<file path="config.mk">
export PLATFORM = sky130hd
export DESIGN_NAME = tdc_readout_arbiter
export DESIGN_NICKNAME = d
export VERILOG_FILES = /design/src/rtl/tdc_readout_arbiter.sv
export SDC_FILE = /design/constraint.sdc
export NUM_CORES = 1
export LEC_CHECK = 0
export ABC_AREA = 1
export CELL_PAD_IN_SITES_DETAIL_PLACEMENT = 2
export CELL_PAD_IN_SITES_GLOBAL_PLACEMENT = 2
export CORE_MARGIN = 3
export CORE_UTILIZATION = 42
export CTS_CLUSTER_SIZE = 25
export DETAILED_ROUTE_END_ITERATION = 10
export GPL_TIMING_DRIVEN = 0
export PLACE_DENSITY = 0.95
export SYNTH_ARGS = -nofsm -noshare
export SYNTH_HDL_FRONTEND = slang
export SYNTH_SLANG_ARGS = --single-unit
</file>
<file path="constraint.sdc">
create_clock -name sys_clk -period 10.2 [get_ports sys_clk]
set_clock_uncertainty 0.2 [all_clocks]
set_input_delay 1.02 -clock sys_clk [delete_from_list [all_inputs] [get_ports sys_clk]]
set_output_delay 1.02 -clock sys_clk [all_outputs]
set_load 0.005 [all_outputs]
</file>
<file path="src/rtl/tdc_readout_arbiter.sv">
// TDC readout scheduler: per-channel one-entry holding registers, a round-robin
// arbiter feeding a show-ahead FIFO, loss accounting and a level interrupt.
module tdc_readout_arbiter #(
  parameter int g_CHANNEL_COUNT   = 5,
  parameter int g_TS_WIDTH        = 32,
  parameter int g_FIFO_DEPTH_LOG2 = 4
) (
  input  logic                                  sys_clk,
  input  logic                                  rst_n_i,
  input  logic [g_CHANNEL_COUNT-1:0]            enable_i,
  input  logic [g_CHANNEL_COUNT-1:0]            det_i,
  input  logic [g_CHANNEL_COUNT-1:0]            pol_i,
  input  logic [g_CHANNEL_COUNT*g_TS_WIDTH-1:0] ts_i,
  output logic                                  out_valid_o,
  input  logic                                  out_ready_i,
  output logic [2:0]                            out_chan_o,
  output logic                                  out_pol_o,
  output logic [g_TS_WIDTH-1:0]                 out_ts_o,
  output logic [g_FIFO_DEPTH_LOG2:0]            level_o,
  input  logic [g_FIFO_DEPTH_LOG2:0]            irq_thresh_i,
  output logic                                  irq_o,
  output logic [15:0]                           lost_o,
  output logic [g_CHANNEL_COUNT-1:0]            lost_ch_o,
  input  logic                                  clr_i
);
  localparam int N     = g_CHANNEL_COUNT;
  localparam int W     = g_TS_WIDTH;
  localparam int L     = g_FIFO_DEPTH_LOG2;
  localparam int LW    = L + 1;
  localparam int DEPTH = 1 << L;
  localparam int EW    = 3 + 1 + W;

  logic [1:0]    rst_sync;
  logic [N-1:0]  pend, hold_pol;
  logic [W-1:0]  hold_ts [N];
  logic [2:0]    rr;
  logic [EW-1:0] mem [DEPTH];
  logic [L-1:0]  wr_ptr, rd_ptr;
  logic [LW-1:0] level;
  logic          irq;
  logic [15:0]   lost;
  logic [N-1:0]  lost_ch;

  logic          live, pop, can_push, push, found, found_hi;
  logic [2:0]    gidx, gidx_hi, gidx_lo;
  logic [N-1:0]  det_en, req, gnt, loss;
  logic [3:0]    loss_cnt;
  logic [16:0]   lost_sum;
  logic          sel_pol;
  logic [W-1:0]  sel_ts;
  logic [EW-1:0] head;

  assign live        = rst_sync[1];
  assign det_en      = det_i & enable_i & {N{live}};
  assign req         = pend & enable_i;
  assign out_valid_o = (level != '0);
  assign pop         = out_valid_o & out_ready_i;
  assign can_push    = (level != LW'(DEPTH)) | pop;
  assign push        = found & can_push;

  // Round robin: prefer the lowest pending channel above rr, else wrap to the lowest overall.
  always_comb begin
    found    = 1'b0;
    found_hi = 1'b0;
    gidx_hi  = '0;
    gidx_lo  = '0;
    for (int k = N - 1; k >= 0; k--) begin
      if (req[k]) begin
        found   = 1'b1;
        gidx_lo = 3'(k);
        if (3'(k) > rr) begin
          found_hi = 1'b1;
          gidx_hi  = 3'(k);
        end
      end
    end
    gidx = found_hi ? gidx_hi : gidx_lo;
  end

  always_comb begin
    gnt      = '0;
    sel_pol  = 1'b0;
    sel_ts   = '0;
    loss_cnt = '0;
    for (int k = 0; k < N; k++) begin
      if (gidx == 3'(k)) begin
        gnt[k]  = push;
        sel_pol = hold_pol[k];
        sel_ts  = hold_ts[k];
      end
    end
    loss = det_en & pend & ~gnt;
    for (int k = 0; k < N; k++) loss_cnt = loss_cnt + {3'b000, loss[k]};
  end

  assign lost_sum = {1'b0, lost} + {13'd0, loss_cnt};

  assign head       = mem[rd_ptr];
  assign out_chan_o = out_valid_o ? head[EW-1 -: 3] : '0;
  assign out_pol_o  = out_valid_o & head[W];
  assign out_ts_o   = out_valid_o ? head[W-1:0] : '0;
  assign level_o    = level;
  assign irq_o      = irq;
  assign lost_o     = lost;
  assign lost_ch_o  = lost_ch;

  always_ff @(posedge sys_clk or negedge rst_n_i) begin
    if (!rst_n_i) rst_sync <= '0;
    else          rst_sync <= {rst_sync[0], 1'b1};
  end

  always_ff @(posedge sys_clk or negedge rst_n_i) begin
    if (!rst_n_i) begin
      pend     <= '0;
      hold_pol <= '0;
      for (int k = 0; k < N; k++) hold_ts[k] <= '0;
      rr       <= 3'(N - 1);
      wr_ptr   <= '0;
      rd_ptr   <= '0;
      level    <= '0;
      irq      <= 1'b0;
      lost     <= '0;
      lost_ch  <= '0;
    end else begin
      for (int k = 0; k < N; k++) begin
        if (!enable_i[k]) begin
          pend[k] <= 1'b0;
        end else if (det_en[k] && (!pend[k] || gnt[k])) begin
          pend[k]     <= 1'b1;
          hold_pol[k] <= pol_i[k];
          hold_ts[k]  <= ts_i[k*W +: W];
        end else if (gnt[k]) begin
          pend[k] <= 1'b0;
        end
      end
      if (push) begin
        wr_ptr <= wr_ptr + L'(1);
        rr     <= gidx;
      end
      if (pop) rd_ptr <= rd_ptr + L'(1);
      if (push && !pop)      level <= level + LW'(1);
      else if (!push && pop) level <= level - LW'(1);
      irq <= (level >= irq_thresh_i) && (level != '0);
      if (clr_i) begin
        lost    <= '0;
        lost_ch <= '0;
      end else begin
        lost    <= lost_sum[16] ? 16'hFFFF : lost_sum[15:0];
        lost_ch <= lost_ch | loss;
      end
    end
  end

  always_ff @(posedge sys_clk) begin
    if (push) mem[wr_ptr] <= {gidx, sel_pol, sel_ts};
  end
endmodule

</file>
==> results <==
- The cell that appears most often on the critical path is sky130_fd_sc_hd__clkbuf_1.
- Once the floorplan was initialized, standard cells occupied 42.5% of the core.
- The tree is rooted in a sky130_fd_sc_hd__clkbuf_16.
- Clock tree synthesis inserted a total of between 80 and 90 buffers.
- No sink is reached through more buffers than the 3 on the longest clock path.
- The clock insertion delay at the later pin of the skew report is about 0.67 ns.
- The total power divided by cell area is ~310 mW/mm².
- The number of global-route vias before repair was between 30000 and 40000.
- The transition time at the pin with the least slew margin is 1.18 ns.
- The area taken by multi-input logic gates is between 0.009 and 0.01 mm².
- The count of maximum capacitance violations is 0.
- The count of port buffers added during placement is ~250.
- The floorplan step defined a die boundary enclosing approximately 0.082 mm².
- In this run the remaining antenna-violating nets after routing total 0.
- The die width is about 290 µm.
- The synthesized netlist net count is approximately 3200.
- The worst endpoint required time is 8.98 ns.
- The first-pass GRT wire length is about 240000 µm.
- The last weighted congestion value of the routability-driven placer is 0.907.
- The sum of net half-perimeters after detailed placement is about 100000 µm.
- The final-report setup violation count is 0.
- A synthesized cell averages approximately 11 µm².
- Measured along the y axis, the die boundary spans between 200 and 300 µm.
- On the critical path, the stage with the largest delay is an instance of sky130_fd_sc_hd__clkbuf_1.
- Setup repair after global routing left no endpoint under its margin.
- The reported leakage power is 15.2 nW.
- The first TritonRoute pass finished after 5 iterations.
- The count of hold buffers inserted by post-cts repair is 0.
- In this run the cell area of the synthesized design comes to roughly 0.033 mm².
- The sequential cell area in the final layout is roughly 0.023 mm².
- In the routed design, unresolved DRC markers number 0.
- The post-CTS setup buffer count is 0.
- Data on the critical path arrives at its endpoint at around 5.3 ns.
- In this run the worst path has a maximum fanout of 10.
- The critical path is of the reg -> out type.
- The via count is around 29000.
- 248 I/O pins were placed.
- Global routing consumed, over all layers together, roughly two fifths of the routing resources.
- The site row count is between 100 and 150.
- The power consumption is 12.6 mW.
- The launching element type of the critical path is a flop.
- The worst path needs 6.47 ns of the cycle, external delays included.
- The part of the Yosys area used for sequential elements is 68.4%.
- The distinct cell type count of the synthesized netlist is 38.
- The count of buffer and inverter cells on the critical path is 4.
- The count of routing violations after the opening detailed-route iteration is about 3400.
- The number of pins exceeding their max-slew limit in the final report is 0.
- The share of cells above drive strength 1 is around 7%.
- The number of cells after detailed placement is 4263.
- Counting flops and latches in the post-synthesis netlist gives roughly 790.
- The nature of the critical path endpoint is a primary output.
- The count of fill cells added during filler insertion is roughly 7600.
- The largest voltage drop on the vdd net is about 0.16 mV.
- After clock tree synthesis, the clock-pin slew on the worst setup and hold paths is roughly 0.070 ns.
- The Yosys step of the flow raised 0 warnings.
- The number of cells in the finished layout apart from fillers is between 4000 and 5000.
- The path class of the lowest-slack min-delay path is reg -> reg.
- The reg2reg setup slack is 4.54 ns.
- The achievable clock frequency is ~0.15 GHz.
- The average vias per placed instance is 6.49.
- The hold violation total from the final report was 0.
- Among cell families on the critical path, the largest total delay comes from buffers and inverters.
- After clock tree synthesis, the repair step resized 0 gates.
- The number of clock sinks is between 700 and 800.
- TritonCTS built the clock tree.
- The final wirelength is 165000 µm.
- The total grt overflow is 0.
- The layout-stage area growth over the synthesis result is 21.5%.
- The area of the core is 0.0776 mm².
- In the synthesized netlist, the number of instances is just under 3000.
- The maximum number of pins on one net before global-route repair is around 120.
- The H-tree depth reported by CTS is 3.
- Of the available clock period, the critical path in the final layout requires between 60% and 70%.
- The run finished with clean final reports.
- The initial antenna violation count was 6.
- The count of nets after finishing is ~3500.
- The signal on the critical path passes through clkbuf_1, clkbuf_1, clkbuf_1, o21ai_0, o22ai_1, o21ai_0, a21oi_1, clkdlybuf4s50_1.
- The delay of the slowest critical-path stage is roughly 0.83 ns.
- In the final routed layout, each cell accounts on average for 37.2 µm.
- Headroom to the max-slew limit came out at approximately a fifth.
## cells in the final DEF, fill, tap and decap left out, types with 3 or more instances in the layout
master	netlist	routed
sky130_fd_sc_hd__nand2_1	481	481
sky130_fd_sc_hd__bufinv_16	0	9
sky130_fd_sc_hd__buf_6	10	10
sky130_fd_sc_hd__inv_1	88	88
sky130_fd_sc_hd__nor2_4	1	17
sky130_fd_sc_hd__inv_6	0	5
sky130_fd_sc_hd__nand4_1	38	38
sky130_fd_sc_hd__nor3_1	5	5
sky130_fd_sc_hd__clkbuf_16	0	89
sky130_fd_sc_hd__clkinv_1	6	20
sky130_fd_sc_hd__buf_4	17	17
sky130_fd_sc_hd__o221ai_1	106	106
sky130_fd_sc_hd__inv_2	7	7
sky130_fd_sc_hd__edfxtp_1	576	576
sky130_fd_sc_hd__nand3_1	332	332
sky130_fd_sc_hd__o22ai_1	38	38
sky130_fd_sc_hd__xnor2_1	6	6
sky130_fd_sc_hd__clkbuf_8	0	6
sky130_fd_sc_hd__clkbuf_1	143	160
sky130_fd_sc_hd__clkinv_2	0	13
sky130_fd_sc_hd__ha_1	18	18
sky130_fd_sc_hd__o21ai_0	323	323
sky130_fd_sc_hd__fa_1	4	4
sky130_fd_sc_hd__buf_12	0	16
sky130_fd_sc_hd__a21oi_1	51	51
sky130_fd_sc_hd__xor2_1	11	11
sky130_fd_sc_hd__dfrtp_1	209	209
sky130_fd_sc_hd__nand2_4	7	7
sky130_fd_sc_hd__buf_2	21	21
sky130_fd_sc_hd__nor2_1	433	417
sky130_fd_sc_hd__nand2_2	6	6
sky130_fd_sc_hd__clkdlybuf4s50_1	0	246
sky130_fd_sc_hd__diode_2	0	3
sky130_fd_sc_hd__buf_1	5	5
sky130_fd_sc_hd__a31oi_1	3	3
## worst reg2reg max path: cells and delay by family, from the launching register on
| kind | cells | cell delay, ns |
|---|---|---|
| flip-flops | 1 | 0.56 |
| buffers and inverters | 5 | 0.90 |
| AO/OA/AOI/OAI | 1 | 0.28 |
| adder cells (fa/ha/maj) | 4 | 1.70 |
| AND/OR/NAND/NOR | 12 | 1.89 |
## per-layer routing
metal	vias up	track usage (%)	wire, µm
met5	-	0	33
met2	2042	69.3	82200
met3	726	7.62	13000
li1	11212	-	-
met4	4	25.9	12800
met1	14718	44.8	56700
## flip-flops by register name (all words and copies together) (netlist names)
| signal | flops |
|---|---|
| mem | 576 |
| hold_ts | 160 |
| lost_o | 16 |
| hold_pol | 5 |
| level_o | 5 |
| lost_ch_o | 5 |
| pend | 5 |
| rd_ptr | 4 |
| wr_ptr | 4 |
| rr | 3 |
| rst_sync | 2 |
| irq_o | 1 |
## logic make-up (layout without fill, tap and decap cells)
group,Yosys count,count (layout),share of synthesized area [%]
other,1,4,0.0114
xor gates and xnor gates,17,17,0.452
DFF,786,786,68.4
buffers and inverters,297,717,3.88
adders and majority gates,22,22,0.927
AOI/OAI and AO/OA,527,527,9.45
and+or+nand+nor,1309,1309,16.8
## cell type report
class,instances,share of cell area (%)
buffer,196,2.25
clock buffer,112,5.93
inverter,101,0.947
clock inverter,43,1.12
timing repair buffer,265,7.09
multi-input combinational,1876,23.1
antenna,3,0.0187
sequential,786,56.3
tap,1040,3.25
## where the power goes
group	internal (mW)	switching [mW]	total, mW
sequential	4.18	0.263	4.45
combinational	1.20	3.64	4.84
clock	1.87	1.44	3.30
## stage by stage
stage / TNS, ns / instance area (µm²) / setup slack [ns] / hold slack, ns / utilization [%]
6_report: 0 / 40000 / 3.73 / 0.169 / 51.6
5_1_grt: 0 / 40000 / 3.70 / 0.164 / 51.6
4_1_cts: 0 / 40000 / 4.05 / 0.162 / 51.6
3_5_place_dp: 0 / 37200 / 4.04 / 0.149 / 47.9
3_3_place_gp: -293.24 / 36700 / -1.44 / 0.132 / 47.3
2_1_floorplan: 0 / 33000 / 5.62 / 0.131 / -
## cell usage after synthesis
master                     instances  area, µm²
sky130_fd_sc_hd__nor2_1          433       1630
sky130_fd_sc_hd__nor2_4            1       11.3
sky130_fd_sc_hd__buf_4            17        128
sky130_fd_sc_hd__nor4_1            1       6.26
sky130_fd_sc_hd__or2_2             1       6.26
sky130_fd_sc_hd__inv_2             7       26.3
sky130_fd_sc_hd__buf_6            10        113
sky130_fd_sc_hd__o221ai_1        106        928
sky130_fd_sc_hd__a31oi_1           3       18.8
sky130_fd_sc_hd__dfstp_2           1       26.3
sky130_fd_sc_hd__clkinv_1          6       22.5
sky130_fd_sc_hd__nand3_4           1       17.5
sky130_fd_sc_hd__nand3_2           1       10.0
sky130_fd_sc_hd__dfrtp_1         209       5230
sky130_fd_sc_hd__nand4_2           2       25.0
sky130_fd_sc_hd__edfxtp_1        576      17300
sky130_fd_sc_hd__xor2_1           11       96.3
sky130_fd_sc_hd__o21ai_2           2       17.5
sky130_fd_sc_hd__fa_1              4       80.1
sky130_fd_sc_hd__ha_1             18        225
sky130_fd_sc_hd__buf_1             5       18.8
sky130_fd_sc_hd__nand2_1         481       1810
sky130_fd_sc_hd__xnor2_1           6       52.6
sky130_fd_sc_hd__nand2_2           6       37.5
sky130_fd_sc_hd__inv_1            88        330
sky130_fd_sc_hd__a21oi_1          51        255
sky130_fd_sc_hd__o21bai_1          1       7.51
sky130_fd_sc_hd__o22ai_1          38        238
sky130_fd_sc_hd__o21ai_0         323       1620
sky130_fd_sc_hd__nand2_4           7       78.8
sky130_fd_sc_hd__nand3_1         332       1660
sky130_fd_sc_hd__a21o_1            2       15.0
sky130_fd_sc_hd__o21ai_4           1       16.3
sky130_fd_sc_hd__clkbuf_1        143        537
sky130_fd_sc_hd__nand4_1          38        238
sky130_fd_sc_hd__buf_2            21        105
sky130_fd_sc_hd__nor3_1            5       25.0
sky130_fd_sc_hd__conb_1            1       3.75
## worst paths after layout
check | start | cells past startpoint | endpoint
worst max-delay path | rd_ptr[1] | 8 | out_chan_o[0]
worst min-delay path | rst_sync[0] | 0 | rst_sync[1]
worst max register to register | rr[2] | 22 | lost_o[5]
worst min register to register | rst_sync[0] | 0 | rst_sync[1]
max in group asynchronous | rst_n_i | 2 | lost_o[6]
min in group asynchronous | rst_n_i | 1 | hold_ts[108]
Power figures use the tool's default switching activity.
